`config.mk`:
```
export PLATFORM = sky130hd
export DESIGN_NAME = alu_issue_stage_flat
export DESIGN_NICKNAME = d
export VERILOG_FILES = /design/src/rtl/alu_issue_if.sv /design/src/rtl/alu_issue_stage.sv /design/src/flat_wrapper.sv
export SDC_FILE = /design/constraint.sdc
export NUM_CORES = 1
export LEC_CHECK = 0
export BUFFER_PORTS_ARGS = -buffer_cell sky130_fd_sc_hd__buf_2
export CORE_MARGIN = 1
export CORE_UTILIZATION = 50
export DETAILED_ROUTE_END_ITERATION = 16
export GPL_ROUTABILITY_DRIVEN = 0
export GPL_TIMING_DRIVEN = 0
export PLACE_DENSITY = 0.75
export SLEW_MARGIN = 20
export SYNTH_ARGS = -nofsm -noshare
export SYNTH_HDL_FRONTEND = slang
export SYNTH_SLANG_ARGS = --single-unit
```
`constraint.sdc`:
```
create_clock -name clk -period 3 [get_ports clk]
set_input_delay 0.45 -clock clk [delete_from_list [all_inputs] [get_ports clk]]
set_output_delay 0.45 -clock clk [all_outputs]
set_load 0.005 [all_outputs]
```
`src/rtl/alu_issue_if.sv`:
```
`default_nettype none
// ============================================================================
// alu_issue_if : request/result valid-ready bundle for alu_issue_stage
// Rev 1.0
// ============================================================================
interface alu_issue_if #(
  parameter int DATA_WIDTH = 32,
  parameter int OP_WIDTH   = 4
);
  logic                  in_valid;
  logic                  in_ready;
  logic [OP_WIDTH-1:0]   in_op;
  logic [DATA_WIDTH-1:0] in_a;
  logic [DATA_WIDTH-1:0] in_b;
  logic                  out_valid;
  logic                  out_ready;
  logic [DATA_WIDTH-1:0] out_r;
  logic [OP_WIDTH-1:0]   out_op;

  modport master (
    output in_valid, in_op, in_a, in_b, out_ready,
    input  in_ready, out_valid, out_r, out_op
  );

  modport slave (
    input  in_valid, in_op, in_a, in_b, out_ready,
    output in_ready, out_valid, out_r, out_op
  );
endinterface
`default_nettype wire

```
`src/rtl/alu_issue_stage.sv`:
```
`default_nettype none
// ============================================================================
// alu_issue_stage : request FIFO feeding an external ALU, registered result slot
// Rev 1.0
// ============================================================================
module alu_issue_stage #(
  parameter int DATA_WIDTH = 32,
  parameter int OP_WIDTH   = 4,
  parameter int DEPTH      = 4
) (
  input  logic                       clk,
  input  logic                       rst_n,
  input  logic                       flush,
  alu_issue_if.slave                 bus,
  output logic [OP_WIDTH-1:0]        alu_op,
  output logic [DATA_WIDTH-1:0]      alu_a,
  output logic [DATA_WIDTH-1:0]      alu_b,
  input  logic [DATA_WIDTH-1:0]      alu_r,
  output logic [$clog2(DEPTH+1)-1:0] count
);
  localparam int PTR_W = $clog2(DEPTH);
  localparam int CNT_W = $clog2(DEPTH+1);

  logic [OP_WIDTH-1:0]   mem_op [DEPTH];
  logic [DATA_WIDTH-1:0] mem_a  [DEPTH];
  logic [DATA_WIDTH-1:0] mem_b  [DEPTH];

  logic [PTR_W-1:0]      wr_ptr;
  logic [PTR_W-1:0]      rd_ptr;
  logic                  head_valid;
  logic                  in_ready;
  logic                  push;
  logic                  load;
  logic                  res_valid;
  logic [DATA_WIDTH-1:0] res_r;
  logic [OP_WIDTH-1:0]   res_op;

  // in_ready looks only at the pre-pop occupancy, so a full FIFO never takes a push
  assign head_valid = (count != '0);
  assign in_ready   = (count != CNT_W'(DEPTH));
  assign push       = bus.in_valid & in_ready & ~flush;
  assign load       = head_valid & (~res_valid | bus.out_ready) & ~flush;

  assign bus.in_ready  = in_ready;
  assign bus.out_valid = res_valid;
  assign bus.out_r     = res_r;
  assign bus.out_op    = res_op;

  always_comb begin
    alu_op = '0;
    alu_a  = '0;
    alu_b  = '0;
    if (head_valid) begin
      alu_op = mem_op[rd_ptr];
      alu_a  = mem_a[rd_ptr];
      alu_b  = mem_b[rd_ptr];
    end
  end

  always_ff @(posedge clk) begin
    if (push) begin
      mem_op[wr_ptr] <= bus.in_op;
      mem_a[wr_ptr]  <= bus.in_a;
      mem_b[wr_ptr]  <= bus.in_b;
    end
  end

  always_ff @(posedge clk or negedge rst_n) begin
    if (!rst_n) begin
      wr_ptr <= '0;
      rd_ptr <= '0;
      count  <= '0;
    end else if (flush) begin
      wr_ptr <= '0;
      rd_ptr <= '0;
      count  <= '0;
    end else begin
      if (push) wr_ptr <= wr_ptr + PTR_W'(1);
      if (load) rd_ptr <= rd_ptr + PTR_W'(1);
      if (push && !load)      count <= count + CNT_W'(1);
      else if (!push && load) count <= count - CNT_W'(1);
    end
  end

  // flush drops the slot's valid but keeps the last result visible
  always_ff @(posedge clk or negedge rst_n) begin
    if (!rst_n) begin
      res_valid <= 1'b0;
      res_r     <= '0;
      res_op    <= '0;
    end else if (flush) begin
      res_valid <= 1'b0;
    end else if (load) begin
      res_valid <= 1'b1;
      res_r     <= alu_r;
      res_op    <= alu_op;
    end else if (res_valid && bus.out_ready) begin
      res_valid <= 1'b0;
    end
  end
endmodule
`default_nettype wire
```
`src/flat_wrapper.sv`:
```
// flat-port wrapper written by rule: the top's interface ports become plain ports
module alu_issue_stage_flat 
#(
  parameter int DATA_WIDTH = 32,
  parameter int OP_WIDTH   = 4,
  parameter int DEPTH      = 4
)
  (clk, rst_n, flush, alu_op, alu_a, alu_b, alu_r, count, bus_in_valid, bus_in_op, bus_in_a, bus_in_b, bus_out_ready, bus_in_ready, bus_out_valid, bus_out_r, bus_out_op);
  alu_issue_if #(.DATA_WIDTH(DATA_WIDTH), .OP_WIDTH(OP_WIDTH)) bus_i ();
  input  logic clk;
  input  logic rst_n;
  input  logic flush;
  output logic [OP_WIDTH-1:0] alu_op;
  output logic [DATA_WIDTH-1:0] alu_a;
  output logic [DATA_WIDTH-1:0] alu_b;
  input  logic [DATA_WIDTH-1:0] alu_r;
  output logic [$clog2(DEPTH+1)-1:0] count;
  input wire logic [$bits(bus_i.in_valid)-1:0] bus_in_valid;
  input wire logic [$bits(bus_i.in_op)-1:0] bus_in_op;
  input wire logic [$bits(bus_i.in_a)-1:0] bus_in_a;
  input wire logic [$bits(bus_i.in_b)-1:0] bus_in_b;
  input wire logic [$bits(bus_i.out_ready)-1:0] bus_out_ready;
  output wire logic [$bits(bus_i.in_ready)-1:0] bus_in_ready;
  output wire logic [$bits(bus_i.out_valid)-1:0] bus_out_valid;
  output wire logic [$bits(bus_i.out_r)-1:0] bus_out_r;
  output wire logic [$bits(bus_i.out_op)-1:0] bus_out_op;
  assign bus_i.in_valid = bus_in_valid;
  assign bus_i.in_op = bus_in_op;
  assign bus_i.in_a = bus_in_a;
  assign bus_i.in_b = bus_in_b;
  assign bus_i.out_ready = bus_out_ready;
  assign bus_in_ready = bus_i.in_ready;
  assign bus_out_valid = bus_i.out_valid;
  assign bus_out_r = bus_i.out_r;
  assign bus_out_op = bus_i.out_op;
  alu_issue_stage #(.DATA_WIDTH(DATA_WIDTH), .OP_WIDTH(OP_WIDTH), .DEPTH(DEPTH)) u_core (.clk(clk), .rst_n(rst_n), .flush(flush), .bus(bus_i), .alu_op(alu_op), .alu_a(alu_a), .alu_b(alu_b), .alu_r(alu_r), .count(count));
endmodule
```
==> Word-level counts from Yosys, hierarchy flattened <==
Memories as Yosys holds them, arrays and structs flattened.
Index checks and enable logic that the tools add are counted.
{ "totals": {"regBits": 44, "latch_bits": 0, "ramBits": 272, "romBits": 0, "input_bits": 105, "output_inout_bits": 109, "elab_cells": 47, "n_memories": 3} }
{ "mem_list": {"columns": ["name", "words", "width", "rd", "rd_clocked_by_memory_dff", "wr", "line", "rtl"], "rows": [
  ["u_core.mem_a", 4, 32, 1, 0, 1, "alu_issue_stage.sv:25", "logic [DATA_WIDTH-1:0] mem_a [DEPTH];"],
  ["u_core.mem_b", 4, 32, 1, 0, 1, "alu_issue_stage.sv:26", "logic [DATA_WIDTH-1:0] mem_b [DEPTH];"],
  ["u_core.mem_op", 4, 4, 1, 0, 1, "alu_issue_stage.sv:24", "logic [OP_WIDTH-1:0] mem_op [DEPTH];"]
]} }
{ "classes": {"addsub": 4, "n_mul": 0, "n_div": 0, "magnitude_cmp": 0, "eq_ne": 1, "shift": 0, "mux": 15, "bitwise": 7, "reduce_logical": 11} }
{ "ops": {"columns": ["operator", "count"], "rows": [
  ["2-to-1 mux 32 bit", 2],
  ["2-to-1 mux 3 bit", 3],
  ["nonzero test 3 bit", 3],
  ["2-to-1 mux 2 bit", 4],
  ["2-to-1 mux 1 bit", 5],
  ["adder 2 x 1 -> 2 bit (second input constant)", 2],
  ["AND 1 bit", 4],
  ["2-to-1 mux 4 bit", 1],
  ["nonzero test 2 bit", 2],
  ["adder 3 x 1 -> 3 bit (second input constant)", 1],
  ["logical AND 1 bit", 3],
  ["inequality test 3 bit (second input constant)", 1],
  ["subtractor 3 x 1 -> 3 bit (second input constant)", 1],
  ["logical NOT 1 bit", 2],
  ["NOT 1 bit", 2],
  ["AND reduction 2 bit", 1],
  ["OR 1 bit", 1]
]} }

==> Longest topological paths before layout <==
{ "logic_depth": {"ltp_word": 8, "ltp_mapped": 10} }

==> Worst setup path before layout <==
OpenSTA, ideal clock, no wires.
{ "synth_path": {"path_type": "input to register", "from": "input port bus_in_valid", "to": "memory u_core.mem_a[0][0] (enable)", "setup_ns": 0.434, "arrival_time_ns": 2.608, "t_required_ns": 2.566, "slack_ns": -0.041, "path_stages": 4, "path_buffers": 1, "cell_sequence": "clkbuf_1 > nand2b_1 > nor2_1 > and2_1"} }
{ "synth_via": {"elab_chain_len": 4} }
{ "synth_rtl": {"columns": ["element", "line", "rtl"], "rows": [
  ["start, declared", "flat_wrapper.sv:18", "input wire logic [$bits(bus_i.in_valid)-1:0] bus_in_valid;"],
  ["AND 1 bit (2 in series)", "alu_issue_stage.sv:41", "assign push = bus.in_valid & in_ready & ~flush;"],
  ["2-to-1 mux 1 bit", "alu_issue_stage.sv:61", "if (push) begin"],
  ["2-to-1 mux 1 bit (not written as such)", "alu_issue_stage.sv:63", "mem_a[wr_ptr] <= bus.in_a;"],
  ["end, declared", "alu_issue_stage.sv:25", null]
]} }
Every way passes these cells.

==> Worst setup path after layout <==
{ "layout_path": {"from": "register u_core.rd_ptr[1]", "to": "output port alu_b[7]"} }
{ "layout_via": {"elab_chain_len": 2} }
{ "layout_rtl": {"columns": ["element", "line", "rtl"], "rows": [
  ["start, declared", "alu_issue_stage.sv:29", "logic [PTR_W-1:0] rd_ptr;"],
  ["start signal, assigned", "alu_issue_stage.sv:79", "if (load) rd_ptr <= rd_ptr + PTR_W'(1);"],
  ["memory read (4 x 32 bit)", null, null],
  ["2-to-1 mux 32 bit", "alu_issue_stage.sv:53", "if (head_valid) begin"],
  ["end, declared", "flat_wrapper.sv:15", "output logic [DATA_WIDTH-1:0] alu_b;"]
]} }
Every way passes these cells.

==> summary.md <==
| Metric | Value |
|---|---|
| Outcome | complete, no violations |
| Cell variety after synth | 31 |
| Maximum clock insertion buffer count | 3 |
| Headroom to the max-slew limit | 35.6% |
| Initial antenna violation count | 3 |
| Vias | 6,207 |
| Wire per inst | 19.8 um |
| Worst hold slack | 0.122 ns |
| Largest net degree at the start of global routing | 45 |
| Clock insertion delay at the later pin of the skew report | 0.49 ns |
| Residual DRC count | 0 |
| Most frequent cells in the layout | edfxtp_1 (272), buf_2 (220), mux4_2 (68), and2_1 (68), dfrtp_1 (44) |
| Die area | 25,000 um^2 |
| Crit share post-route | 94.6% |
| Crit-path leading delay family | buffers and inverters |
| Starting Density | 51.5% |
| Root buf cell | clkbuf_16 |
| CTS Buf Count | 34 |
| Synth Cell Area | 12,200 um^2 |
| Initial DRC Count | 337 |
| Std cell rows | 56 |
| IO Count | 214 |
| Crit Path Category | reg2out |
| Post CTS Setup Buffer Count | 0 |
| Hold Path Class | in2async |
| Die Wd | 158 um |
| Placed cells | 1,114 |
| Sequential Area | 9270 um^2 |
| Slew at the pin closest to its max-slew limit | 0.966 ns |
| Multi-input logic area | 2750 um^2 |
| CTS tree | built |
| Port Buf Inserts | 212 |
| P_leak | 5.44 nW |
| Slew Limit Fails | 0 |
| Pwr Density | 901 nW/um^2 |
| Routed Antenna Nets | 0 |
| Max stage delay on crit path | 0.58 ns |
| Hold Vio Cnt, Final | 0 |
| WP buf/inv | 3 |
| CP Data Arrival Time | 2.39 ns |
| Min cycle time layout | 2.84 ns |
| Global Route Usage Sum | 19.0% |
| Syn Area/Cell | 21.1 um^2 |
| Fmax achieved | 352 MHz |
| Mapped Cells | 579 |
| Clock Pin Slew Worst Setup and Hold Paths | 0.05 ns |
| Yosys reg bits | 316 |
| CORE AREA | 23,700 um^2 |
| Unrepaired setup endpoints after global routing | no |
| Critical path required time | 2.55 ns |
| H-tree Lvls | 2 |
| Total Nets Final | 940 |
| CP Cell Sequence | clkbuf_1 > clkbuf_1 > mux4_2 > and2_1 > buf_2 |
| Die Y | 158 um |
| Total global routing overflow | 0 |
| Vias in the first global route | 6,471 |
| Cell at the slowest stage of the critical path | clkbuf_1 |
| Worst Setup End Kind | output port |
| Hold-fix buffers, CTS | 0 |
| Vias per inst | 5.27 |
| Dpl ws | 0.294 ns |
| Max Clock Skew | 0.0130 ns |
| Drt total wl | 23,300 um |
| MaxCap Viol Count | 0 |
| Most common cell after layout, fill and taps aside | edfxtp_1 |
| Post-DP HPWL | 15,200 um |
| Global-route wire length before repair | 35,100 um |
| VDD IR max | 0.000514 V |
| YS warnings | 0 |
| Area grow syn2layout | 22.4% |
| Fraction of layout cells with a size suffix above 1 | 45.8% |
| Filler Cells Inserted | 1,711 |
| Min setup slack post-route | 0.162 ns |
| Final setup vio count | 0 |
| Syn Nets | 689 |
| Drt pass-1 iters | 5 |
| Sequential share of the synthesized area | 76.0% |
| Startpoint types | flip-flop |
| Cell mode on critical path | clkbuf_1 |
| CP max FO | 10 |
| Post-route insts no fill | 1,178 |
| Clock sinks | 316 |
[flip-flops by register name, summed over array words and instances (netlist names)]
signal	count
u_core.mem_b	128
u_core.bus.out_op	4
u_core.bus.out_valid	1
u_core.bus.out_r	32
u_core.count	3
u_core.wr_ptr	2
u_core.rd_ptr	2
u_core.mem_a	128
u_core.mem_op	16
[per-stage QoR]
stage	power [mW]	utilization (%)	cell area [um^2]	setup TNS [ns]
3_3_place_gp	9.40	57.7	13700	-29.90
2_1_floorplan	7.87	-	12200	0
3_5_place_dp	9.47	58.1	13800	0
4_1_cts	13.6	63.0	14900	0
6_report	13.4	63.0	14900	0
5_1_grt	14.2	63.0	14900	0
[routing by layer]
metal	global-route usage, %	part of all wire (%)	up-vias
li1	-	-	2813
met1	23.6	40	3133
met2	32.9	50	222
met3	4.41	6.7	39
met4	6.55	2.3	0
met5	0	0	-
[area by class of cell]
type                    count  share of cell area [%]
inverters                   6                   0.151
flip-flops and latches    316                    62.1
clock buffers              49                    7.13
plain buffers              30                    1.11
clock inverters            13                   0.595
diodes                      3                  0.0503
multi-input cells         226                    18.4
repair buffers            216                    7.75
well taps                 319                    2.68
[logic make-up (layout without fill, tap and decap cells)]
group	after synthesis	in the layout	synth area share, %
other	0	3	0
AOI/OAI and AO/OA	13	13	0.821
DFF	316	316	76.0
xor gates and xnor gates	4	4	0.287
adders and majority gates	5	5	0.575
buffers and inverters	37	314	1.53
and+or+nand+nor	100	100	4.88
muxes	104	104	15.9
[timing repair]
item | in CTS | in global routing
endpoints found under the hold margin | 0 | 0
resized for setup | 2 | 2
endpoints found under the setup margin | 68 | 9
[report_power, final]
part / internal, mW / leakage [nW] / switching (mW) / total [mW]
combinational: 1.96 / 1.87 / 1.80 / 3.76
clock: 2.55 / 0.574 / 1.60 / 4.16
sequential: 5.31 / 3.00 / 0.212 / 5.53
[cells in the mapped netlist]
cell / instances / area share (%)
or3_1: 1 / 0.051
nor2b_1: 1 / 0.051
xor2_1: 1 / 0.072
xnor2_1: 3 / 0.22
inv_1: 6 / 0.18
nor3_4: 1 / 0.13
mux4_2: 68 / 13
edfxtp_1: 272 / 67
buf_6: 5 / 0.46
a211oi_1: 2 / 0.12
nand2b_2: 1 / 0.072
o22ai_1: 1 / 0.051
a21oi_1: 6 / 0.25
nand3_1: 3 / 0.12
a2111oi_4: 1 / 0.23
clkbuf_1: 18 / 0.55
o211ai_1: 1 / 0.062
nand2_1: 5 / 0.15
fa_1: 1 / 0.16
mux2_2: 33 / 3.0
nor2_1: 10 / 0.31
mux2_1: 3 / 0.28
nand2b_1: 3 / 0.15
o21ai_0: 1 / 0.041
o32ai_1: 1 / 0.072
nor3b_1: 1 / 0.062
dfrtp_1: 44 / 9.0
nor3_1: 2 / 0.082
ha_1: 4 / 0.41
buf_2: 8 / 0.33
and2_1: 72 / 3.7
[worst reg2reg max path: stages (launching register included)]
cell and delay (ns):
dfrtp_1 0.38, buf_6 0.14, nor3b_1 0.49, inv_1 0.20, nand2b_2 0.14, nor2_1 0.07, fa_1 0.42, a2111oi_4 0.28
a211oi_1 0.09, o32ai_1 0.28
[path summary, 6_finish.rpt]
path                                                   from  slack [ns]                               end  cells after the start
min in group clk                                bus_in_b[4]        0.16      u_core.mem_b[0][4]$_DFFE_PP_                      1
min reg2reg                u_core.bus.out_r[24]$_DFFE_PN0P_        0.49  u_core.bus.out_r[24]$_DFFE_PN0P_                      1
max reg2reg                     u_core.count[1]$_DFFE_PN0P_        0.42       u_core.count[2]$_DFFE_PN0P_                      9
max in group asynchronous                             rst_n        2.28   u_core.bus.out_r[3]$_DFFE_PN0P_                      1
max                            u_core.rd_ptr[1]$_DFFE_PN0P_        0.16                          alu_b[7]                      5
min                                                   rst_n        0.12  u_core.bus.out_r[19]$_DFFE_PN0P_                      1
Power figures use the tool's default switching activity.
